**config.mk**
```make
export PLATFORM = sky130hd
export DESIGN_NAME = hazard_collision_unit_flat
export DESIGN_NICKNAME = d
export VERILOG_FILES = /design/src/rtl/hazard_collision_unit_if.sv /design/src/rtl/hazard_collision_unit.sv /design/src/flat_wrapper.sv
export SDC_FILE = /design/constraint.sdc
export NUM_CORES = 1
export LEC_CHECK = 0
export ABC_AREA = 1
export BUFFER_PORTS_ARGS = -buffer_cell sky130_fd_sc_hd__buf_2
export CORE_MARGIN = 1
export CORE_UTILIZATION = 30
export DETAILED_ROUTE_END_ITERATION = 10
export GPL_TIMING_DRIVEN = 0
export MAX_ROUTING_LAYER = met4
export PLACE_DENSITY = 0.54
export SKIP_CTS_REPAIR_TIMING = 1
export SLEW_MARGIN = 10
export SYNTH_ARGS = -nofsm -noshare
export SYNTH_HDL_FRONTEND = slang
export SYNTH_SLANG_ARGS = --single-unit
```
**constraint.sdc**
```tcl
create_clock -name clk -period 4.1 [get_ports clk]
set_input_delay 0.615 -clock clk [delete_from_list [all_inputs] [get_ports clk]]
set_output_delay 0.615 -clock clk [all_outputs]
set_load 0.02 [all_outputs]
```
**src/rtl/hazard_collision_unit_if.sv**
```systemverilog
// Bundle between the character controller / HUD side and the hazard collision unit.
// The master side drives character inputs and the frame tick; the slave side drives enemy and game status.
interface hazard_collision_unit_if;
  logic               tick;
  logic [2:0]         char_state;
  logic signed [10:0] posX;
  logic signed [10:0] posY;
  logic [10:0]        GroundY;
  logic signed [10:0] enemyX;
  logic [1:0]         enemy_state;
  logic               stomp;
  logic [7:0]         score;
  logic               game_over;

  modport master (
    output tick, char_state, posX, posY, GroundY,
    input  enemyX, enemy_state, stomp, score, game_over
  );

  modport slave (
    input  tick, char_state, posX, posY, GroundY,
    output enemyX, enemy_state, stomp, score, game_over
  );
endinterface

```
**src/rtl/hazard_collision_unit.sv**
```systemverilog
// One patrolling ground enemy plus one fixed pit, checked against the character once per frame tick.
// Build option ENEMY_RESPAWN_EN: a dead enemy respawns at the left patrol bound after RESPAWN_TICKS ticks.
module hazard_collision_unit #(
  parameter int ENEMY_X_MIN  = 200,
  parameter int ENEMY_X_MAX  = 400,
  parameter int ENEMY_SPEED  = 1,
  parameter int HIT_W        = 16,
  parameter int HIT_H        = 16,
  parameter int STOMP_MARGIN = 8,
  parameter int PIT_X_LO     = 520,
  parameter int PIT_X_HI     = 552,
  parameter int SQUASH_TICKS = 30
`ifdef ENEMY_RESPAWN_EN
  , parameter int RESPAWN_TICKS = 120
`endif
) (
  input  logic                  clk,
  input  logic                  rst,
  hazard_collision_unit_if.slave bus
);

  typedef enum logic [1:0] {
    PATROL_R = 2'd0,
    PATROL_L = 2'd1,
    SQUASHED = 2'd2,
    DEAD     = 2'd3
  } enemy_state_e;

  localparam int SQ_W = $clog2(SQUASH_TICKS + 1);
  localparam logic [SQ_W-1:0]   SQ_LOAD  = SQ_W'(SQUASH_TICKS - 1);
  localparam logic signed [11:0] XMIN_S  = 12'(ENEMY_X_MIN);
  localparam logic signed [11:0] XMAX_S  = 12'(ENEMY_X_MAX);
  localparam logic signed [11:0] SPEED_S = 12'(ENEMY_SPEED);
  localparam logic [11:0]        HIT_W_U = 12'(HIT_W);
  localparam logic [11:0]        HIT_H_U = 12'(HIT_H);
  localparam logic signed [11:0] MARGIN_S = 12'(STOMP_MARGIN);
  localparam logic signed [11:0] PIT_LO_S = 12'(PIT_X_LO);
  localparam logic signed [11:0] PIT_HI_S = 12'(PIT_X_HI);

  enemy_state_e       state_q, state_d;
  logic signed [10:0] x_q, x_d;
  logic [SQ_W-1:0]    sq_q, sq_d;
  logic [7:0]         score_q, score_d;
  logic               go_q, go_d;
  logic               stomp_q, stomp_d;

`ifdef ENEMY_RESPAWN_EN
  localparam int RS_W = $clog2(RESPAWN_TICKS + 1);
  localparam logic [RS_W-1:0] RS_LOAD = RS_W'(RESPAWN_TICKS - 1);
  logic [RS_W-1:0] rs_q, rs_d;
`endif

  // All geometry is done in 12-bit signed so differences of 11-bit values cannot overflow.
  logic signed [11:0] px_s, py_s, gy_s, ex_s;
  logic signed [11:0] dx_raw, dy_raw, x_inc, x_dec;
  logic [11:0]        dx_abs, dy_abs;
  logic               det_en, alive, overlap, stomp_c, hit, pit, do_stomp;

  assign px_s   = {bus.posX[10], bus.posX};
  assign py_s   = {bus.posY[10], bus.posY};
  assign gy_s   = {bus.GroundY[10], bus.GroundY};
  assign ex_s   = {x_q[10], x_q};
  assign dx_raw = px_s - ex_s;
  assign dy_raw = py_s - gy_s;
  assign dx_abs = dx_raw[11] ? $unsigned(-dx_raw) : $unsigned(dx_raw);
  assign dy_abs = dy_raw[11] ? $unsigned(-dy_raw) : $unsigned(dy_raw);
  assign x_inc  = ex_s + SPEED_S;
  assign x_dec  = ex_s - SPEED_S;

  assign det_en   = bus.char_state inside {3'd1, 3'd2, 3'd3};
  assign alive    = (state_q == PATROL_R) || (state_q == PATROL_L);
  assign overlap  = det_en && alive && (dx_abs < HIT_W_U) && (dy_abs < HIT_H_U);
  assign stomp_c  = overlap && (py_s <= gy_s - MARGIN_S);
  assign hit      = overlap && !stomp_c;
  assign pit      = det_en && (px_s >= PIT_LO_S) && (px_s <= PIT_HI_S) && (py_s >= gy_s);
  // A loss on the same tick, or an earlier loss, cancels the stomp entirely.
  assign do_stomp = stomp_c && !pit && !go_q;

  always_comb begin
    state_d = state_q;
    x_d     = x_q;
    sq_d    = sq_q;
    score_d = score_q;
    go_d    = go_q;
    stomp_d = 1'b0;
`ifdef ENEMY_RESPAWN_EN
    rs_d    = rs_q;
`endif
    if (bus.tick) begin
      if (hit || pit) begin
        go_d = 1'b1;
      end
      if (do_stomp) begin
        stomp_d = 1'b1;
        if (score_q != 8'hFF) begin
          score_d = score_q + 8'd1;
        end
        state_d = SQUASHED;
        sq_d    = SQ_LOAD;
      end else begin
        unique case (state_q)
          PATROL_R: begin
            if (x_inc >= XMAX_S) begin
              x_d     = XMAX_S[10:0];
              state_d = PATROL_L;
            end else begin
              x_d = x_inc[10:0];
            end
          end
          PATROL_L: begin
            if (x_dec <= XMIN_S) begin
              x_d     = XMIN_S[10:0];
              state_d = PATROL_R;
            end else begin
              x_d = x_dec[10:0];
            end
          end
          SQUASHED: begin
            if (sq_q == '0) begin
              state_d = DEAD;
`ifdef ENEMY_RESPAWN_EN
              rs_d    = RS_LOAD;
`endif
            end else begin
              sq_d = sq_q - SQ_W'(1);
            end
          end
          DEAD: begin
`ifdef ENEMY_RESPAWN_EN
            if (rs_q == '0) begin
              state_d = PATROL_R;
              x_d     = XMIN_S[10:0];
            end else begin
              rs_d = rs_q - RS_W'(1);
            end
`endif
          end
          default: state_d = state_q;
        endcase
      end
    end
  end

  always_ff @(posedge clk) begin
    if (rst) begin
      state_q <= PATROL_R;
      x_q     <= XMIN_S[10:0];
      sq_q    <= '0;
      score_q <= '0;
      go_q    <= 1'b0;
      stomp_q <= 1'b0;
`ifdef ENEMY_RESPAWN_EN
      rs_q    <= '0;
`endif
    end else begin
      state_q <= state_d;
      x_q     <= x_d;
      sq_q    <= sq_d;
      score_q <= score_d;
      go_q    <= go_d;
      stomp_q <= stomp_d;
`ifdef ENEMY_RESPAWN_EN
      rs_q    <= rs_d;
`endif
    end
  end

  assign bus.enemyX      = x_q;
  assign bus.enemy_state = state_q;
  assign bus.stomp       = stomp_q;
  assign bus.score       = score_q;
  assign bus.game_over   = go_q;

endmodule
```
**src/flat_wrapper.sv**
```systemverilog
// flat-port wrapper written by rule: the top's interface ports become plain ports
module hazard_collision_unit_flat 
#(
  parameter int ENEMY_X_MIN  = 200,
  parameter int ENEMY_X_MAX  = 400,
  parameter int ENEMY_SPEED  = 1,
  parameter int HIT_W        = 16,
  parameter int HIT_H        = 16,
  parameter int STOMP_MARGIN = 8,
  parameter int PIT_X_LO     = 520,
  parameter int PIT_X_HI     = 552,
  parameter int SQUASH_TICKS = 30

)
  (clk, rst, bus_tick, bus_char_state, bus_posX, bus_posY, bus_GroundY, bus_enemyX, bus_enemy_state, bus_stomp, bus_score, bus_game_over);
  hazard_collision_unit_if bus_i ();
  input  logic clk;
  input  logic rst;
  input wire logic [$bits(bus_i.tick)-1:0] bus_tick;
  input wire logic [$bits(bus_i.char_state)-1:0] bus_char_state;
  input wire logic [$bits(bus_i.posX)-1:0] bus_posX;
  input wire logic [$bits(bus_i.posY)-1:0] bus_posY;
  input wire logic [$bits(bus_i.GroundY)-1:0] bus_GroundY;
  output wire logic [$bits(bus_i.enemyX)-1:0] bus_enemyX;
  output wire logic [$bits(bus_i.enemy_state)-1:0] bus_enemy_state;
  output wire logic [$bits(bus_i.stomp)-1:0] bus_stomp;
  output wire logic [$bits(bus_i.score)-1:0] bus_score;
  output wire logic [$bits(bus_i.game_over)-1:0] bus_game_over;
  assign bus_i.tick = bus_tick;
  assign bus_i.char_state = bus_char_state;
  assign bus_i.posX = bus_posX;
  assign bus_i.posY = bus_posY;
  assign bus_i.GroundY = bus_GroundY;
  assign bus_enemyX = bus_i.enemyX;
  assign bus_enemy_state = bus_i.enemy_state;
  assign bus_stomp = bus_i.stomp;
  assign bus_score = bus_i.score;
  assign bus_game_over = bus_i.game_over;
  hazard_collision_unit #(.ENEMY_X_MIN(ENEMY_X_MIN), .ENEMY_X_MAX(ENEMY_X_MAX), .ENEMY_SPEED(ENEMY_SPEED), .HIT_W(HIT_W), .HIT_H(HIT_H), .STOMP_MARGIN(STOMP_MARGIN), .PIT_X_LO(PIT_X_LO), .PIT_X_HI(PIT_X_HI), .SQUASH_TICKS(SQUASH_TICKS)) u_core (.clk(clk), .rst(rst), .bus(bus_i));
endmodule
```
# Word-level counts from Yosys, hierarchy flattened
# Index checks and enable logic that the tools add are counted.
totals:
  register_bits: 28
  inputBits: 39
  output_inout_bits: 23
  word_cells: 76
op_classes:
  add_sub_neg: 9
  order_cmp: 8
  n_eq_ne: 10
  n_mux: 14
  n_bitwise: 2
  n_reduce_logical: 27
ops:
  columns: ["cell", "count"]
  rows:
  - ["12-bit by 5-bit < comparator with 1-bit output (second input constant)", 2]
  - ["12-bit 2-to-1 mux", 2]
  - ["12-bit negation", 2]
  - ["11-bit by 11-bit subtractor with 12-bit output", 2]
  - ["11-bit 2-to-1 mux", 2]
  - ["11-bit case mux with 2 select lines", 1]
  - ["5-bit 2-to-1 mux", 3]
  - ["11-bit by 2-bit adder with 12-bit output (second input constant)", 1]
  - ["12-bit by 10-bit greater-or-equal comparator with 1-bit output (second input constant)", 1]
  - ["11-bit by 12-bit less-or-equal comparator with 1-bit output", 1]
  - ["12-bit by 9-bit less-or-equal comparator with 1-bit output (second input constant)", 1]
  - ["11-bit by 2-bit subtractor with 12-bit output (second input constant)", 1]
  - ["11-bit by 5-bit subtractor with 12-bit output (second input constant)", 1]
  - ["11-bit greater-or-equal comparator", 1]
  - ["11-bit greater-or-equal comparator (second input constant)", 1]
  - ["11-bit less-or-equal comparator (second input constant)", 1]
  - ["1-bit logical AND", 10]
  - ["3-bit AND reduction", 3]
  - ["8-bit by 1-bit adder with 8-bit output (second input constant)", 1]
  - ["2-bit 2-to-1 mux", 4]
  - ["8-bit inequality test (second input constant)", 1]
  - ["3-bit by 2-bit == test with 1-bit output (second input constant)", 2]
  - ["3-bit by 2-bit inequality test with 1-bit output (second input constant)", 2]
  - ["2-bit case mux with 3 select lines", 1]
  - ["other kinds (18)", 23]

# Depth between registers and ports, before layout
logic_depth:
  ltp_word: 11
  mapped_depth: 25
  depth_no_buf: 24

# Least setup slack after synthesis
# No wires, ideal clock.
synth_path:
  path_type: "input port to flip-flop"
  startpoint: "input port bus_GroundY[3]"
  endpoint: "register u_core.x_q[2], in the netlist u_core.bus.enemyX[2]"
  setup_ps: 113
  t_arrival_ps: 2975
  required_ps: 3987
  setup_slack_ps: 1012
  stages: 19
  n_path_buf: 1
  path_cell_list: "inv_1 -> ha_1 -> nand3_1 -> nor3_1 -> a21oi_1 -> ha_1 -> nand2_1 -> nor2_1 -> nand3_1 -> o2111ai_1 -> nor2_1 -> a21oi_1 -> a21oi_1 -> nand3_2 -> nand2_4 -> nor2_8 -> buf_6 -> o21ai_2 -> nor2_1"
synth_via:
  elab_chain_len: 10
  word_cells_on_any_way: 15
  cone_classes: "add/sub (3); order compare (3); mux (1); bitwise (1); reduce/logical (7)"
synth_rtl:
  columns: ["item", "line", "text"]
  rows:
  - ["from (decl)", "flat_wrapper.sv:23", "input wire logic [$bits(bus_i.GroundY)-1:0] bus_GroundY;"]
  - ["11-bit by 11-bit subtractor with 12-bit output", "hazard_collision_unit.sv:64", "assign dy_raw = py_s - gy_s;"]
  - ["12-bit negation", "hazard_collision_unit.sv:66", "assign dy_abs = dy_raw[11] ? $unsigned(-dy_raw) : $unsigned(dy_raw);"]
  - ["12-bit 2-to-1 mux", "hazard_collision_unit.sv:66", null]
  - ["12-bit by 5-bit < comparator with 1-bit output", "hazard_collision_unit.sv:72", "assign overlap = det_en && alive && (dx_abs < HIT_W_U) && (dy_abs < HIT_H_U);"]
  - ["1-bit logical AND", "hazard_collision_unit.sv:72", null]
  - ["1-bit logical AND", "hazard_collision_unit.sv:73", "assign stomp_c = overlap && (py_s <= gy_s - MARGIN_S);"]
  - ["1-bit logical AND * (2 in series)", "hazard_collision_unit.sv:77", "assign do_stomp = stomp_c && !pit && !go_q;"]
  - ["1-bit inverter (no line) *", null, null]
  - ["3-bit AND reduction (no line) *", null, null]
  - ["to (signal assigned)", "hazard_collision_unit.sv:147", "x_q <= XMIN_S[10:0];"]
  - ["to (decl)", "hazard_collision_unit.sv:41", "logic signed [10:0] x_q, x_d;"]
# Every way passes the cells marked *; elsewhere a longest branch is shown, timed or not.
# A chain may end at the register's enable or synchronous reset.

# Final worst setup path
layout_path:
  startpoint: "input port bus_GroundY[3]"
  endpoint: "register u_core.x_q[4], in the netlist u_core.bus.enemyX[4]"
# Same word-level chain as after synthesis.

==> results.md <==
- Crit-path max FO: 10
- Flop-to-flop setup slack: 0.76 ns
- CTS tree: done
- Core Footprint: 13,800 µm²
- Clock Tree Root: clkbuf_16
- Avg WL per Cell: 11.1 µm
- Total grt overflow: 0
- Min Clock Period, post-route: 3.43 ns
- Vias in the first global route: 4,059
- Final Skew: 0.00453 ns
- Layout area overhead: 15.0%
- Gp weighted congestion: 0.834
- Post-synthesis cell area: 4230 µm²
- Max_cap viols: 0
- Top-count cell post-synth: nand2_1
- Power Density: 455 nW/µm²
- Reg2reg start: u_core.bus.enemyX[5]
- H-Tree Level Count: 1
- Crit path depth: 20
- Initial Utilization: 30.6%
- Mean Syn Cell Area: 5.77 µm²
- TNS Setup: 0 ns
- Leading area contributor after synthesis: nand2_1
- Worst Path Arrival: 3.60 ns
- Vias post-DR: 4,480
- Worst slew margin: 61.1%
- Filler cells: 1,538
- Status: complete, no violations
- Delay of the slowest critical-path stage: 0.42 ns
- Fin. max-slew vios: 0
- Min-delay worst type: reg2reg
- Minimum hold slack: 0.489 ns
- Critical path destination: u_core.bus.enemyX[4]
- Worst slew pin tran: 0.583 ns
- Final hold vios: 0
- # setup viols final: 0
- Clk pin slew, worst setup/hold paths: 0.07 ns
- Fin util: 35.2%
- Cts bufs inserted: 3
- Synth cell types: 41
- Final Cycle Share: 83.7%
- Top cells by area, synth: nand2_1, dfxtp_1, ha_1
- Sink Count: 28
- Clock latency on the worst-skew pair: 0.27 ns
- Unrepaired setup endpoints after global routing: no
- CP Class: in2reg
- Critical path's top delay family: simple AND/OR/NAND/NOR gates
- Clock tree buffer depth: 2
- FF-to-FF End: u_core.bus.enemyX[4]
- First-pass GRT wire length: 18,100 µm
- Routed vias/inst: 4.58
- Dpl hpwl: 9350 µm
- FFs w/ async S/R, synth: 0%
- Post-route ant nets: 0
- YS warnings: 0
- Die height: 121 µm
- Worst path required time: 4.26 ns
- Iteration-0 DRC Markers: 215
- Standard-cell row count: 43
- Critical Path Start: bus_GroundY[3]
- Top cell type's share of synthesized area: 19.1%
- Ports: 62
- DRC: 0
- DR pass1 iterations: 4
- WL final: 10,900 µm
- IO buf count: 61
- Path depth of the worst reg2reg path: 22
- CP bufs+invs: 3
- Total GRT Usage: 15.3%
- Crit path cell chain: buf_2 -> inv_1 -> ha_1 -> nand3_1 -> nor3_1 -> a21oi_1 -> ha_1 -> nand2_1 -> nor2_1 -> nand3_1 -> o2111ai_1 -> nor2_1 -> a21oi_1 -> a21oi_1 -> nand3_2 -> nand2_4 -> nor2_8 -> buf_6 -> o21ai_2 -> nor2_1
- Inserted Diodes: 0
- Final Net Count: 884
- Ys flop type: dfxtp_1
- Achievable Freq: 0.291 GHz
- Number of flops mapped to enable cells by yosys: 0
- Seq cells post-synth: 28
- Top cells by instance count after synthesis: nand2_1, inv_1, nand3_1
- Critical Path End Type: register
- Register area share after synthesis: 13.2%
- Largest net degree at the start of global routing: 17
- Die span in x: 121 µm
- CP max stage cell: a21oi_1
- Peak supply drop: 0.266 mV
- Leakage: 2.60 nW
- DIE AREA: 14,600 µm²
- Initial antenna violation count: 0
- Synthesized net count: 818
- Crit start category: primary input
- Layout cells sized above 1: 14.4%
- Cells after synthesis: 734
==> per-layer routing <==
layer	wire length, µm	GRT usage [%]	vias to the layer above
met3	250	1.51	4
met1	5580	20.0	1941
met4	42	1.00	0
met2	5020	26.7	59
li1	-	-	2476
met5	0	-	-
==> layout by cell type, fill, tap and decap left out, types with 9 or more instances in the layout <==
cell	netlist	final
nand3_1	70	70
inv_1	127	127
nor2_1	57	57
nand2_1	216	216
a21oi_1	41	41
buf_2	2	63
nand2_2	11	11
xor2_1	19	19
dfxtp_1	28	28
nand4_1	18	18
o21ai_0	21	21
ha_1	43	43
nor3_1	11	11
nor2_2	9	9
==> cell type report <==
class	count	area [µm²]	area share, %
clock inverters	1	30.0	0.617
clock buffers	3	75.1	1.54
multi-input cells	564	3120	64.0
well taps	180	225	4.62
repair buffers	61	305	6.27
inverters	132	495	10.2
flip-flops and latches	28	561	11.5
plain buffers	10	62.6	1.28
==> how the worst min path moves through the flow <==
stage | from | endpoint | slack, ns | depth (start not counted)
2_1_floorplan | u_core.sq_q[1] | u_core.sq_q[1] | 0.45 | 2
3_3_place_gp | u_core.sq_q[1] | u_core.sq_q[1] | 0.48 | 2
3_5_place_dp | u_core.sq_q[1] | u_core.sq_q[1] | 0.48 | 2
4_1_cts | u_core.sq_q[1] | u_core.sq_q[1] | 0.50 | 2
5_1_grt | u_core.sq_q[1] | u_core.sq_q[1] | 0.52 | 2
6_report | u_core.sq_q[1] | u_core.sq_q[1] | 0.49 | 2
==> where the power goes <==
part           internal, mW  switching, mW  total, mW
Sequential            0.322         0.0656      0.388
Combinational         0.550          0.981       1.53
Clock                 0.195         0.0998      0.295
==> tightest hold or removal path, stage by stage, from the launching register on <==
cell and delay, ns:
dfxtp_1 0.33, nand2_1 0.07, a21oi_1 0.05
==> sequential cells by signal, summed over array words and instances, names as in the netlist <==
register                count
u_core.bus.game_over        1
u_core.bus.enemy_state      2
u_core.bus.stomp            1
u_core.sq_q                 5
u_core.bus.score            8
u_core.bus.enemyX          11
==> stage by stage <==
| stage | std cells | instance area, µm² | power (mW) | setup WS [ns] |
|---|---|---|---|---|
| after floorplan | 734 | 4230 | 1.57 | 1.01 |
| after global placement | 975 | 4760 | 1.93 | 0.381 |
| after detailed placement | 975 | 4760 | 1.93 | 0.362 |
| after CTS | 979 | 4870 | 2.23 | 0.634 |
| after global routing | 979 | 4870 | 2.46 | 0.358 |
| final | 979 | 4870 | 2.21 | 0.666 |
==> cells by family (layout without fill, tap and decap cells) <==
| group | count (synthesis) | in the layout | share of synthesized area [%] |
|---|---|---|---|
| buffers and inverters | 142 | 207 | 13.2 |
| adders and majority gates | 45 | 45 | 13.7 |
| and+or+nand+nor | 411 | 411 | 43.4 |
| AOI/OAI and AO/OA | 87 | 87 | 12.2 |
| DFF | 28 | 28 | 13.2 |
| xor gates and xnor gates | 21 | 21 | 4.34 |
(Power assumes the default switching activity.)
